===== src/rtl/xif_copro_alu.sv =====
// xif_copro_alu: CV-X-IF coprocessor endpoint for the custom-0 ALU ops
// CADD, CPOP and CMAX. It handles one offloaded instruction at a time.
// Build option: define XIF_COPRO_MUL_EN to accept CMUL (funct3=011) and
// build the 32-cycle shift-add multiplier. Without it, CMUL is rejected.
module xif_copro_alu #(
    parameter int unsigned X_ID_WIDTH = 4,
    parameter logic [6:0]  OPCODE     = 7'b0001011
) (
    input  logic                  clk,
    input  logic                  rst,
    input  logic                  issue_valid,
    output logic                  issue_ready,
    input  logic [31:0]           issue_instr,
    input  logic [X_ID_WIDTH-1:0] issue_id,
    output logic                  issue_accept,
    output logic                  issue_writeback,
    output logic [1:0]            issue_register_read,
    output logic                  issue_loadstore,
    input  logic                  register_valid,
    output logic                  register_ready,
    input  logic [X_ID_WIDTH-1:0] register_id,
    input  logic [31:0]           register_rs0,
    input  logic [31:0]           register_rs1,
    input  logic [1:0]            register_rs_valid,
    input  logic                  commit_valid,
    input  logic [X_ID_WIDTH-1:0] commit_id,
    input  logic                  commit_kill,
    output logic                  result_valid,
    input  logic                  result_ready,
    output logic [X_ID_WIDTH-1:0] result_id,
    output logic [31:0]           result_data,
    output logic [4:0]            result_rd,
    output logic                  result_we,
    output logic                  result_exc,
    output logic                  result_dbg,
    output logic                  result_err,
    output logic [5:0]            result_exccode
);

    typedef enum logic [1:0] {StIdle, StWait, StExec, StResp} state_e;

    localparam logic [2:0] F3Add = 3'b000;
    localparam logic [2:0] F3Pop = 3'b001;
    localparam logic [2:0] F3Max = 3'b010;
    localparam logic [2:0] F3Mul = 3'b011;

    state_e                state_q, state_d;
    logic [X_ID_WIDTH-1:0] id_q;
    logic [4:0]            rd_q;
    logic [2:0]            funct3_q;
    logic                  have_ops_q, committed_q;
    logic [31:0]           op_a_q, op_b_q;
    logic                  result_valid_q, result_we_q;
    logic [X_ID_WIDTH-1:0] result_id_q;
    logic [31:0]           result_data_q;
    logic [4:0]            result_rd_q;

    logic        op_known;
    logic [1:0]  req_ops;
    logic        reg_match, ops_short, reg_take, commit_match, issue_take;
    logic [31:0] alu_res, exec_res;
    logic        exec_done;
    logic        unused_instr;

    // rs1/rs2 index fields are irrelevant: operands arrive on the register interface
    assign unused_instr = ^issue_instr[24:15];

    // Combinational decode of the offered instruction
    always_comb begin
        op_known = 1'b0;
        case (issue_instr[14:12])
            F3Add, F3Pop, F3Max: op_known = 1'b1;
`ifdef XIF_COPRO_MUL_EN
            F3Mul: op_known = 1'b1;
`endif
            default: op_known = 1'b0;
        endcase
    end

    assign issue_accept = op_known && (issue_instr[6:0] == OPCODE) &&
                          (issue_instr[31:25] == 7'd0);
    assign issue_register_read = !issue_accept ? 2'b00 :
                                 (issue_instr[14:12] == F3Pop) ? 2'b01 : 2'b11;
    assign issue_writeback = issue_accept && (issue_instr[11:7] != 5'd0);
    assign issue_loadstore = 1'b0;
    assign issue_ready     = !rst && (state_q == StIdle);
    assign issue_take      = issue_valid && issue_ready && issue_accept;

    // Operand and commit matching against the tracked instruction
    assign req_ops        = (funct3_q == F3Pop) ? 2'b01 : 2'b11;
    assign reg_match      = register_valid && (state_q == StWait) && (register_id == id_q);
    assign ops_short      = (register_rs_valid & req_ops) != req_ops;
    assign register_ready = !rst && !(reg_match && ops_short);
    assign reg_take       = reg_match && register_ready;
    assign commit_match   = commit_valid && (state_q == StWait) && (commit_id == id_q);

    // Single-cycle ALU on the captured operands
    always_comb begin
        alu_res = '0;
        case (funct3_q)
            F3Add: alu_res = op_a_q + op_b_q;
            F3Pop: begin
                for (int i = 0; i < 32; i++) begin
                    alu_res = alu_res + 32'(op_a_q[i]);
                end
            end
            F3Max: alu_res = ($signed(op_a_q) > $signed(op_b_q)) ? op_a_q : op_b_q;
            default: alu_res = '0;
        endcase
    end

`ifdef XIF_COPRO_MUL_EN
    logic [31:0] acc_q, acc_next;
    logic [4:0]  cnt_q;
    logic        is_mul;

    // op_a_q shifts left and op_b_q right, so bit 0 of op_b_q is the current multiplier bit
    assign is_mul    = (funct3_q == F3Mul);
    assign acc_next  = acc_q + (op_b_q[0] ? op_a_q : 32'd0);
    assign exec_done = !is_mul || (cnt_q == 5'd31);
    assign exec_res  = is_mul ? acc_next : alu_res;
`else
    assign exec_done = 1'b1;
    assign exec_res  = alu_res;
`endif

    // Next-state; the cycle completing both handshakes goes straight to EXEC
    always_comb begin
        state_d = state_q;
        case (state_q)
            StIdle: if (issue_take) state_d = StWait;
            StWait: begin
                if (commit_match && commit_kill) begin
                    state_d = StIdle;
                end else if ((have_ops_q || reg_take) && (committed_q || commit_match)) begin
                    state_d = StExec;
                end
            end
            StExec: if (exec_done) state_d = StResp;
            StResp: if (result_ready) state_d = StIdle;
            default: state_d = StIdle;
        endcase
    end

    // State, tracked instruction, operands and registered result
    always_ff @(posedge clk) begin
        if (rst) begin
            state_q        <= StIdle;
            id_q           <= '0;
            rd_q           <= '0;
            funct3_q       <= '0;
            have_ops_q     <= 1'b0;
            committed_q    <= 1'b0;
            op_a_q         <= '0;
            op_b_q         <= '0;
            result_valid_q <= 1'b0;
            result_id_q    <= '0;
            result_data_q  <= '0;
            result_rd_q    <= '0;
            result_we_q    <= 1'b0;
`ifdef XIF_COPRO_MUL_EN
            acc_q          <= '0;
            cnt_q          <= '0;
`endif
        end else begin
            state_q <= state_d;
            if (issue_take) begin
                id_q        <= issue_id;
                rd_q        <= issue_instr[11:7];
                funct3_q    <= issue_instr[14:12];
                have_ops_q  <= 1'b0;
                committed_q <= 1'b0;
`ifdef XIF_COPRO_MUL_EN
                acc_q       <= '0;
                cnt_q       <= '0;
`endif
            end
            if (reg_take) begin
                op_a_q     <= register_rs0;
                op_b_q     <= register_rs1;
                have_ops_q <= 1'b1;
            end
            if (commit_match && !commit_kill) begin
                committed_q <= 1'b1;
            end
`ifdef XIF_COPRO_MUL_EN
            if (state_q == StExec && is_mul) begin
                acc_q  <= acc_next;
                cnt_q  <= cnt_q + 5'd1;
                op_a_q <= op_a_q << 1;
                op_b_q <= op_b_q >> 1;
            end
`endif
            if (state_q == StExec && exec_done) begin
                result_valid_q <= 1'b1;
                result_id_q    <= id_q;
                result_data_q  <= exec_res;
                result_rd_q    <= rd_q;
                result_we_q    <= (rd_q != 5'd0);
            end
            if (state_q == StResp && result_ready) begin
                result_valid_q <= 1'b0;
            end
        end
    end

    assign result_valid   = result_valid_q;
    assign result_id      = result_id_q;
    assign result_data    = result_data_q;
    assign result_rd      = result_rd_q;
    assign result_we      = result_we_q;
    assign result_exc     = 1'b0;
    assign result_dbg     = 1'b0;
    assign result_err     = 1'b0;
    assign result_exccode = 6'd0;

endmodule

===== config.mk =====
export PLATFORM = sky130hd
export DESIGN_NAME = xif_copro_alu
export DESIGN_NICKNAME = d
export VERILOG_FILES = /design/src/rtl/xif_copro_alu.sv
export SDC_FILE = /design/constraint.sdc
export NUM_CORES = 1
export LEC_CHECK = 0
export ABC_AREA = 1
export BUFFER_PORTS_ARGS = -buffer_cell sky130_fd_sc_hd__buf_2
export CORE_MARGIN = 4
export CORE_UTILIZATION = 40
export CTS_BUF_LIST = sky130_fd_sc_hd__clkbuf_4 sky130_fd_sc_hd__clkbuf_8
export DETAILED_ROUTE_END_ITERATION = 8
export GPL_TIMING_DRIVEN = 0
export PLACE_DENSITY = 0.72
export SYNTH_ARGS = -nofsm -noshare
export SYNTH_HDL_FRONTEND = slang
export SYNTH_SLANG_ARGS = --single-unit
export TNS_END_PERCENT = 20

===== constraint.sdc =====
create_clock -name clk -period 6.8 [get_ports clk]
set_input_delay 1.36 -clock clk [delete_from_list [all_inputs] [get_ports clk]]
set_output_delay 1.36 -clock clk [all_outputs]
set_load 0.01 [all_outputs]

After elaboration in Yosys (flattened, before gate mapping)
Index checks and enable logic that the tools add are counted.
{ "classes": {"n_addsub": 32, "mul": 0, "div_mod_pow": 0, "magnitude_cmp": 1, "eq_ne": 14, "shifts": 0, "muxes": 14, "bitwise_logic": 1, "n_reduce_logical": 33} }
{ "op_table": {"columns": ["cell", "n"], "rows": [
  ["case mux 32 bit (3 select lines)", 1],
  ["adder 31 x 1 -> 32 bit", 1],
  ["adder 32 bit", 1],
  ["greater-than comparator 32 bit", 1],
  ["two-way mux 32 bit", 1],
  ["adder 30 x 1 -> 31 bit", 1],
  ["adder 29 x 1 -> 30 bit", 1],
  ["adder 28 x 1 -> 29 bit", 1],
  ["adder 27 x 1 -> 28 bit", 1],
  ["adder 26 x 1 -> 27 bit", 1],
  ["adder 25 x 1 -> 26 bit", 1],
  ["adder 24 x 1 -> 25 bit", 1],
  ["adder 23 x 1 -> 24 bit", 1],
  ["adder 22 x 1 -> 23 bit", 1],
  ["adder 21 x 1 -> 22 bit", 1],
  ["adder 20 x 1 -> 21 bit", 1],
  ["adder 19 x 1 -> 20 bit", 1],
  ["adder 18 x 1 -> 19 bit", 1],
  ["adder 17 x 1 -> 18 bit", 1],
  ["adder 16 x 1 -> 17 bit", 1],
  ["logical AND 1 bit", 17],
  ["adder 15 x 1 -> 16 bit", 1],
  ["adder 14 x 1 -> 15 bit", 1],
  ["adder 13 x 1 -> 14 bit", 1],
  ["35 further kinds", 55]
]} }
{ "totals": {"reg_bits": 123, "latch_bits": 0, "mem_bits_rw": 0, "romBits": 0, "in_bits": 117, "output_inout_bits": 59, "mem_count": 0} }

Depth between registers and ports, before layout
Gate-level depths: netlist (run 1).
{ "logic_depth": {"ltp_word": 32, "ltp_mapped": 22} }

Least setup slack after synthesis (run 1)
No wires, ideal clock.
{ "synth_timing": {"kind": "reg2reg", "startpoint": "register op_a_q[1]", "endpoint": "register result_data_q[4] (netlist: result_data[4])", "setup_ns": 0.067, "arrival_ns": 4.672, "required_time_ns": 6.733, "setup_slack_ns": 2.061, "stages_incl_launch_ff": 22, "path_buffers": 0, "cell_sequence": "dfxtp_1 -> inv_1 -> fa_1 -> fa_1 -> fa_1 -> fa_1 -> fa_1 -> fa_1 -> inv_1 -> ha_1 -> inv_1 -> fa_1 -> inv_1 -> nand2_1 -> nand2_1 -> a21oi_1 -> xor2_1 -> o21ai_0 -> inv_1 -> nand2_1 -> nand2_1 -> a21oi_2"} }
{ "synth_via": {"elab_chain_len": 32, "word_cells_on_any_way": 35} }
{ "synth_rtl": {"columns": ["item", "line", "rtl"], "rows": [
  ["start: declaration", "52", "logic [31:0] op_a_q, op_b_q;"],
  ["start signal: assignment", "179", "op_a_q <= register_rs0;"],
  ["adder 1 x 1 -> 2 bit", "104", "alu_res = alu_res + 32'(op_a_q[i]);"],
  ["adder 2 x 1 -> 3 bit", "104", null],
  ["adder 3 x 1 -> 4 bit", "104", null],
  ["adder 4 x 1 -> 5 bit", "104", null],
  ["adder 5 x 1 -> 6 bit", "104", null],
  ["adder 6 x 1 -> 7 bit", "104", null],
  ["adder 7 x 1 -> 8 bit", "104", null],
  ["adder 8 x 1 -> 9 bit", "104", null],
  ["[16 not listed]", null, null],
  ["adder 25 x 1 -> 26 bit", "104", null],
  ["adder 26 x 1 -> 27 bit", "104", null],
  ["adder 27 x 1 -> 28 bit", "104", null],
  ["adder 28 x 1 -> 29 bit", "104", null],
  ["adder 29 x 1 -> 30 bit", "104", null],
  ["adder 30 x 1 -> 31 bit", "104", null],
  ["adder 31 x 1 -> 32 bit", "104", null],
  ["case mux 32 bit (3 select lines) (*)", "100", "case (funct3_q)"],
  ["end signal: assignment", "197", "result_data_q <= exec_res;"],
  ["end: declaration", "55", "logic [31:0] result_data_q;"]
]} }
Every way passes the cells marked *; elsewhere a longest branch is shown, timed or not.
A chain may end at the register's enable or synchronous reset.

Worst setup path after layout (run 1)
{ "layout_timing": {"startpoint": "register op_a_q[1]", "endpoint": "register result_data_q[5] (netlist: result_data[5])"} }
Same word-level chain as after synthesis.

==> flow_metrics.tcl, run 1 <==
set metrics [dict create \
    p_sw_share_pct 25.0 \
    finalHoldWorstSlack_ns 0.464 \
    fin_crit_sh_pct 77.3 \
    die_w_microns 158 \
    r2r_slack_ns 1.55 \
    drtIter0Drc 753 \
    rows 54 \
    num_io_pins 176 \
    n_antenna_cell 0 \
    cts_resized 0 \
    skew_ns 0.0153 \
    nFillCells 2308 \
    grt_overflow 0 \
    area_growth_pct 17.4 \
    async_flop_share_pct 0 \
    synth_edf_count 0 \
    clockRootBuffer "clkbuf_8" \
    cp-start-kind "flop" \
    p_int_mw 1.12 \
    dp_hpwl_microns 25500 \
    clk_latency_ns 0.46 \
    clock_path_buffers 2 \
    wirelength_microns 31400 \
    grtUsageTotal_pct 25.0 \
    synth_area_per_cell_sq_um 6.76 \
    cts_buffers 17 \
    drc 0 \
    grt_max_degree 17 \
    layout.nets 1721 \
    yosysWarningCount 0 \
    cts_setup_buffers 0 \
    ir_drop_mv 0.0966 \
    cp.required_ns 7.19 \
    period_needed_ns 5.25 \
    grt_first_pass_wirelength_microns 48800 \
    power_density_nw_per_um2 142 \
    leakagePower_nw 5.26 \
    cts_tree "done" \
    dpl_cell_area_sq_um 10100 \
    rsz0062_at_grt "no" \
    yosysTopAreaCell "dfxtp_1" \
    path_clk_slew_ns 0.08 \
    drive_above_1_share_pct 17.6 \
    netlist_top_cells_area "dfxtp_1, nand2_1, ha_1" \
    dr.pass1.iters 7 \
    via_per_inst 5.26 \
    ys_types 42 \
    die_area_sq_um 24900 \
    fin_area_sq_um 10500 \
    antenna_found_initial 0 \
    die-height_microns 158 \
    synth_top_area_share_pct 27.4 \
    drt-wirelength-per-cell_microns 17.4 \
    final_util_pct 48.0 \
    clock_sinks 123 \
    setup_viol_count_final 0 \
    outcome "finished clean" \
    worst_slack_ns 1.55 \
    grt_pass1_vias 9340 \
    fmax_ghz 0.190 \
    dr_total_vias 9481 \
    gp_congestion 0.999 \
    comb_power_share_pct 4.8 \
    p_sw_uw 374 \
    portBuffers 154 \
    holdBufCountCts 0 \
    netlist_instances 1327 \
    hold_class "reg -> reg" \
    h-tree-depth 4 \
    dpl.cell_count 1770 \
    stdcell_count 1801 \
    maxSlewViolCount 0 \
    finalSetupTns_ns 0 \
    coreArea_sq_um 22000 \
    clkPwrFrac_pct 47.0 \
    syn-cell-area_sq_um 8970 \
    ys_seq_area_share_pct 27.4 \
    power_mw 1.49 \
    critPathArrivalTime_ns 5.65 \
    synth-main-ff-cell "dfxtp_1" \
    place_ws_ns 1.62 \
    finalHoldViolations 0 \
    start_util_pct 40.9 \
    maxCapViolCount 0 \
    end_kind "flop" \
    ant_nets 0 \
    worstMarginPinSlew_ns 0.710 \
    worstSetupPathType "reg -> reg" \
    maxSlewHeadroom_pct 52.7 \
    cp_max_fo 4 \
    ys_ff_latch 123 \
    seqPwrFrac_pct 48.1 \
]
==> cell usage in the layout, fill, tap and decap left out, types with 51 or more instances in the layout <==
master | synthesis | routed
o21ai_1 | 51 | 51
o21ai_0 | 78 | 78
ha_1 | 70 | 70
buf_2 | 19 | 173
nand2_1 | 266 | 266
inv_1 | 183 | 183
nand3_1 | 81 | 81
nor2_1 | 77 | 77
dfxtp_1 | 123 | 123
a21oi_1 | 170 | 170
==> layer usage <==
layer	vias up	wire length [microns]	share of wire [%]	track usage, %
li1	4694	-	-	-
met4	0	703	2.2	6.39
met3	52	2050	6.5	5.52
met1	4400	13900	44	32.9
met2	335	14800	47	41.7
met5	-	0	0	0
==> flip-flops by register name, indices dropped and copies added, names as in the netlist, 3 cells and up, named ones only <==
signal,cells
result_rd,5
op_b_q,32
funct3_q,3
op_a_q,32
result_data,32
rd_q,5
id_q,4
result_id,4
==> area by class of cell <==
type | instances | area, sq um | share of cell area (%)
inverters | 202 | 758 | 7.20
multi-input cells | 944 | 5430 | 51.5
repair buffers | 154 | 771 | 7.31
well taps | 280 | 350 | 3.32
flip-flops and latches | 123 | 2460 | 23.4
plain buffers | 67 | 362 | 3.43
clock inverters | 13 | 168 | 1.59
clock buffers | 18 | 241 | 2.29
==> power groups by stage <==
stage	sequential (mW)	clock, mW	combinational [mW]
after global placement	0.736	0	0.0717
final	0.720	0.703	0.0720
after CTS	0.720	0.711	0.0719
after detailed placement	0.736	0	0.0715
after global routing	0.720	0.740	0.0796
after floorplan	0.736	0	0.0289
==> critical path, stage by stage, from the launching register on <==
cell	delay (ns)
dfxtp_1	0.45
inv_1	0.18
fa_1	0.53
fa_1	0.40
inv_1	0.08
fa_1	0.44
fa_1	0.52
fa_1	0.54
inv_1	0.06
fa_1	0.63
inv_1	0.07
ha_1	0.28
nand2_1	0.05
nand2_1	0.06
a21oi_1	0.07
or2_2	0.29
nand2_1	0.06
nand3_1	0.07
o21ai_0	0.09
inv_1	0.06
nand2_1	0.06
nand2_1	0.06
a21oi_1	0.14
==> cells in the mapped netlist (5+ instances only) <==
| master | n |
|---|---|
| inv_1 | 183 |
| buf_2 | 19 |
| nor3_1 | 10 |
| o21ai_0 | 78 |
| ha_1 | 70 |
| o21ai_1 | 51 |
| fa_1 | 25 |
| nor2_1 | 77 |
| clkbuf_1 | 27 |
| nand3_1 | 81 |
| a21oi_2 | 10 |
| dfxtp_1 | 123 |
| nand4_1 | 41 |
| buf_4 | 17 |
| o21a_1 | 5 |
| nand2_1 | 266 |
| nor4_1 | 7 |
| inv_2 | 18 |
| a21oi_1 | 170 |
==> kinds of logic after synthesis <==
logic type / Yosys count / synth area share, %
XOR/XNOR: 7 / 0.683
flip-flops: 123 / 27.4
buffers and inverters: 269 / 12.5
adder cells (fa/ha/maj): 95 / 15.3
other: 1 / 0.0418
AND/OR/NAND/NOR: 500 / 24.5
AO/OA/AOI/OAI: 332 / 19.6
==> worst paths after layout <==
path	from	depth (start not counted)	endpoint
setup / recovery	op_a_q[1]	22	result_data[5]
setup reg to reg	op_a_q[1]	22	result_data[5]
hold reg to reg	result_data[25]	2	result_data[25]
hold / removal	result_data[25]	2	result_data[25]
(Power assumes the default switching activity.)
==> run 2: changes to the inputs <==
Clock period 6.8 ns to 5.4 ns, I/O delays scaled along.
==> run 2 against run 1 <==
Net effect:
- non-clock buffer count unchanged
- hold slack better by 0.00082 ns
- global-route usage unchanged
- sequential power up 26%
- critical path depth unchanged
- count of clock-buffer cells in the layout unchanged
- setup slack worse by 1.3 ns
- routed wire length about the same
- sequential share of layout area about the same
- first-iteration DRC count down 0.80%
- critical path type unchanged
==> flow_metrics.tcl, run 2 (same netlist as run 1, synthesis figures left out) <==
set metrics [dict create \
    outcome "finished clean" \
    ant_nets 0 \
    gp_congestion 0.999 \
    leakagePower_nw 5.26 \
    clkPwrFrac_pct 47.0 \
    rows 54 \
    grt_max_degree 17 \
    power_density_nw_per_um2 178 \
    finalHoldViolations 0 \
    grtUsageTotal_pct 25.0 \
    hold_class "reg -> reg" \
    h-tree-depth 4 \
    dr_total_vias 9437 \
    cp_max_fo 4 \
    cp-start-kind "flop" \
    holdBufCountCts 0 \
    cp.required_ns 5.80 \
    drtIter0Drc 747 \
    p_int_mw 1.41 \
    multi_input_area_sq_um 5430 \
    drive_above_1_share_pct 17.7 \
    die_area_sq_um 24900 \
    p_sw_share_pct 25.0 \
    dp_hpwl_microns 25500 \
    finalSetupTns_ns 0 \
    n_antenna_cell 0 \
    die-height_microns 158 \
    start_util_pct 40.9 \
    critPathArrivalTime_ns 5.53 \
    via_per_inst 5.24 \
    num_io_pins 176 \
    setup_viol_count_final 0 \
    layout_common_cells "nand2_1, inv_1, buf_2" \
    end_kind "flop" \
    grt_first_pass_wirelength_microns 48800 \
    skew_ns 0.0146 \
    portBuffers 154 \
    fin_crit_sh_pct 95.1 \
    seqPwrFrac_pct 48.1 \
    clk_latency_ns 0.47 \
    nFillCells 2305 \
    grt_pass1_vias 9340 \
    layout_commonest_cell "nand2_1" \
    dr.pass1.iters 5 \
    p_sw_uw 470 \
    maxSlewViolCount 0 \
    path_clk_slew_ns 0.08 \
    period_needed_ns 5.13 \
    maxSlewHeadroom_pct 52.5 \
    cts_buffers 17 \
    power_mw 1.88 \
    cts_resized 0 \
    clock_sinks 123 \
    fmax_ghz 0.195 \
    maxCapViolCount 0 \
    area_growth_pct 17.5 \
    ir_drop_mv 0.123 \
    comb_power_share_pct 4.8 \
    finalHoldWorstSlack_ns 0.465 \
    clock_path_buffers 2 \
    regArea_sq_um 2470 \
    drt-wirelength-per-cell_microns 17.4 \
    coreArea_sq_um 22000 \
    rsz0062_at_grt "no" \
    die_w_microns 158 \
    grt_overflow 0 \
    antenna_found_initial 0 \
    drc 0 \
    worstMarginPinSlew_ns 0.713 \
    cts_setup_buffers 0 \
    cts_tree "done" \
    clockRootBuffer "clkbuf_8" \
    layout.nets 1721 \
    wirelength_microns 31400 \
    worstSetupPathType "reg -> reg" \
]
## run 2: changes by cell type in the layout (fill, tap and decap cells not counted)
cell     change
fa_2         +1
dfxtp_4      +1
fa_1         -1
dfxtp_1      -1
## run 2: cell type report
| class | instances | area share (%) |
|---|---|---|
| tap | 280 | 3.32 |
| sequential | 123 | 23.4 |
| clock inverter | 13 | 1.59 |
| timing repair buffer | 154 | 7.31 |
| clock buffer | 18 | 2.29 |
| multi-input combinational | 944 | 51.5 |
| inverter | 202 | 7.19 |
| buffer | 67 | 3.43 |
## run 2: worst paths after layout
check	start	end	slack, ns	cells past startpoint
worst max-delay path	op_a_q[1]	result_data[5]	0.27	22
worst min-delay path	result_data[25]	result_data[25]	0.47	2
worst max register to register	op_a_q[1]	result_data[5]	0.27	22
worst min register to register	result_data[25]	result_data[25]	0.47	2
## run 2: power by group through the flow
stage	registers (mW)	logic (mW)	clock network (mW)
floorplan	0.927	0.0364	0
global placement	0.927	0.0902	0
detailed placement	0.927	0.0900	0
CTS	0.906	0.0905	0.895
global route	0.906	0.100	0.932
finish	0.906	0.0907	0.885
## run 2: per-layer routing
layer,global-route usage (%),part of all wire (%)
met1,32.9,44
met2,41.7,47
met3,5.52,6.5
met4,6.39,2.2
met5,0,0
## run 2: worst max-delay path, stage by stage, from the launching register on
cell and delay, ns:
dfxtp_4 0.37, inv_1 0.18, fa_1 0.49, fa_1 0.40, inv_1 0.08, fa_1 0.44
fa_1 0.52, fa_1 0.54, inv_1 0.06, fa_1 0.63, inv_1 0.07, ha_1 0.28
nand2_1 0.05, nand2_1 0.06, a21oi_1 0.07, or2_2 0.29, nand2_1 0.06, nand3_1 0.07
o21ai_0 0.09, inv_1 0.06, nand2_1 0.06, nand2_1 0.06, a21oi_1 0.14
## run 2: metrics by stage
step,setup WS [ns],instance area (sq um),utilization [%],cells
after global routing,0.0179,10500,48.0,1801
after detailed placement,0.225,10100,46.1,1770
after floorplan,0.661,9010,-,1336
final,0.265,10500,48.0,1801
after CTS,0.177,10500,48.0,1801
after global placement,0.225,10100,46.1,1770
==> run 3: changes to the inputs <==
Settings changed: ABC_CLOCK_PERIOD_IN_PS set to 5400, GPL_TIMING_DRIVEN 0 to unset.
==> run 3 against run 2 <==
Net effect:
- combinational power is 12% lower
- die area is the same
- global-route usage is 2.2 points lower
- count of clock-buffer cells in the layout grew 1
- sequential power about the same
- non-clock buffer count is 57 lower
- maximum frequency is 0.73% higher
- sequential share of layout area is 0.65 points higher
- first-iteration DRC count shrank 25%
- largest cell class unchanged
==> flow_metrics.tcl, run 3 (same netlist as run 1, synthesis figures left out) <==
set metrics [dict create \
    outcome "finished clean" \
    portBuffers 155 \
    cts_buffers 17 \
    crit_buf_inv 5 \
    finalSetupTns_ns 0 \
    cp.required_ns 5.80 \
    grt_max_degree 63 \
    clk_latency_ns 0.46 \
    clkPwrFrac_pct 44.3 \
    grt.busiest_layer "met2" \
    drt-wirelength-per-cell_microns 16.4 \
    h-tree-depth 4 \
    layout_common_cells "nand2_1, inv_1, a21oi_1" \
    clock_path_buffers 2 \
    layout_commonest_cell "nand2_1" \
    area_growth_pct 14.2 \
    drive_above_1_share_pct 16.7 \
    leakagePower_nw 5.09 \
    clock_sinks 123 \
    n_antenna_cell 0 \
    setup_viol_count_final 0 \
    gp_congestion 0.968 \
    maxSlewHeadroom_pct 39.4 \
    fin_area_sq_um 10200 \
    hold_class "reg -> reg" \
    nFillCells 2321 \
    clockRootBuffer "clkbuf_8" \
    num_io_pins 176 \
    critPathArrivalTime_ns 5.50 \
    p_sw_share_pct 26.8 \
    comb_power_share_pct 4.5 \
    ant_nets 0 \
    antenna_found_initial 0 \
    die_area_sq_um 24900 \
    worstMarginPinSlew_ns 0.906 \
    fmax_ghz 0.196 \
    dr.pass1.iters 7 \
    use_met2_pct 38.0 \
    holdBufCountCts 0 \
    grt_pass1_vias 8754 \
    place_ws_ns 0.295 \
    r2r_slack_ns 0.30 \
    cp-endpoint "result_data[4]" \
    finalHoldViolations 0 \
    dpl_cell_area_sq_um 9880 \
    maxSlewViolCount 0 \
    cpLargestDelayFamily "adder cells" \
    dp_hpwl_microns 22200 \
    end_kind "flop" \
    drtIter0Drc 559 \
    drc 0 \
    worstSetupStartpoint "op_a_q[5]" \
    rr_worst_depth 21 \
    seqPwrFrac_pct 51.2 \
    rows 54 \
    worst_slack_ns 0.302 \
    period_needed_ns 5.10 \
    r2r-end "result_data[4]" \
    start_util_pct 40.9 \
    cp_slowest_cell "fa_1" \
    p_int_mw 1.29 \
    die_w_microns 158 \
    cp_max_fo 3 \
    grt_overflow 0 \
    grt_util_met3_pct 3.42 \
    skew_ns 0.0166 \
    critPathMaxStageDelay_ns 0.60 \
    power_density_nw_per_um2 173 \
    grtUsageTotal_pct 22.8 \
    wirelength_microns 28500 \
    ir_drop_mv 0.132 \
    layout.nets 1664 \
    worstSetupPathType "reg -> reg" \
    p_sw_uw 475 \
    path_clk_slew_ns 0.09 \
    grt_first_pass_wirelength_microns 45500 \
    cts_setup_buffers 0 \
    cp-start-kind "flop" \
    path_depth 21 \
    coreArea_sq_um 22000 \
    grt_use_met1_pct 31.5 \
    via_per_inst 5.20 \
    crit_top_cell "fa_1" \
    dr_total_vias 9078 \
    rsz0062_at_grt "no" \
    die-height_microns 158 \
    maxCapViolCount 0 \
    fin_crit_sh_pct 94.4 \
    path_cells "inv_1, fa_1, fa_1, fa_1, fa_1, fa_1, fa_1, inv_1, ha_1, inv_1, fa_1, inv_1, nand2_1, nand2_1, a21oi_1, xor2_1, o21ai_0, inv_1, nand2_1, nand2_1, a21oi_2" \
    reg2reg_from "op_a_q[5]" \
    cts_tree "done" \
]
run 3: cell types whose count changed in the layout (fill, tap and decap cells not counted), sizes merged:
| cell | before | now |
|---|---|---|
| clkbuf | 45 | 19 |
| buf | 194 | 164 |
| bufinv | 3 | 0 |
| inv | 204 | 207 |
run 3: final cells by class:
cell class                      count  area [sq um]  area share (%)
Inverter                          202           758            7.40
Clock inverter                     13           106            1.04
Timing Repair Buffer              164           856            8.35
Multi-Input combinational cell    944          5450            53.2
Clock buffer                       19           262            2.55
Sequential cell                   123          2460            24.0
Tap cell                          280           350            3.42
run 3: per-stage QoR:
stage	power (mW)	cells	util [%]	hold slack, ns
2_1_floorplan	0.964	1336	-	0.436
3_3_place_gp	1.01	1713	45.0	0.444
3_5_place_dp	1.01	1713	45.0	0.455
4_1_cts	1.79	1745	46.7	0.467
5_1_grt	1.82	1745	46.7	0.493
6_report	1.77	1745	46.7	0.467
run 3: power groups by stage:
stage	Sequential, mW	Combinational, mW	Clock, mW
final	0.906	0.0799	0.783
after global routing	0.906	0.0903	0.828
after floorplan	0.927	0.0364	0
after global placement	0.927	0.0802	0
after CTS	0.906	0.0811	0.798
after detailed placement	0.927	0.0804	0
run 3: metal layers:
layer	routed length (microns)	share of wire, %	vias up
met4	318	1.1	0
met5	0	0	-
met3	1570	5.5	29
met1	13200	46	4185
li1	-	-	4580
met2	13500	47	284
run 3: repair_timing:
item	CTS	global route
endpoints found under the setup margin	0	2
endpoints found under the hold margin	0	0
gates resized for setup	0	1
run 3: worst min-delay path, cell delays in order, from the launching register on:
cell and delay, ns:
dfxtp_1 0.31, nand2_1 0.06, a21oi_1 0.05
run 3: worst min-delay path by stage:
stage                     cells after the start              end  slack [ns]             from
after floorplan                               2      committed_q        0.44      committed_q
after global placement                        2      committed_q        0.44      committed_q
after detailed placement                      2  result_data[21]        0.46  result_data[21]
after CTS                                     2  result_data[21]        0.47  result_data[21]
after global routing                          2  result_data[30]        0.49  result_data[30]
final                                         2  result_data[21]        0.47  result_data[21]
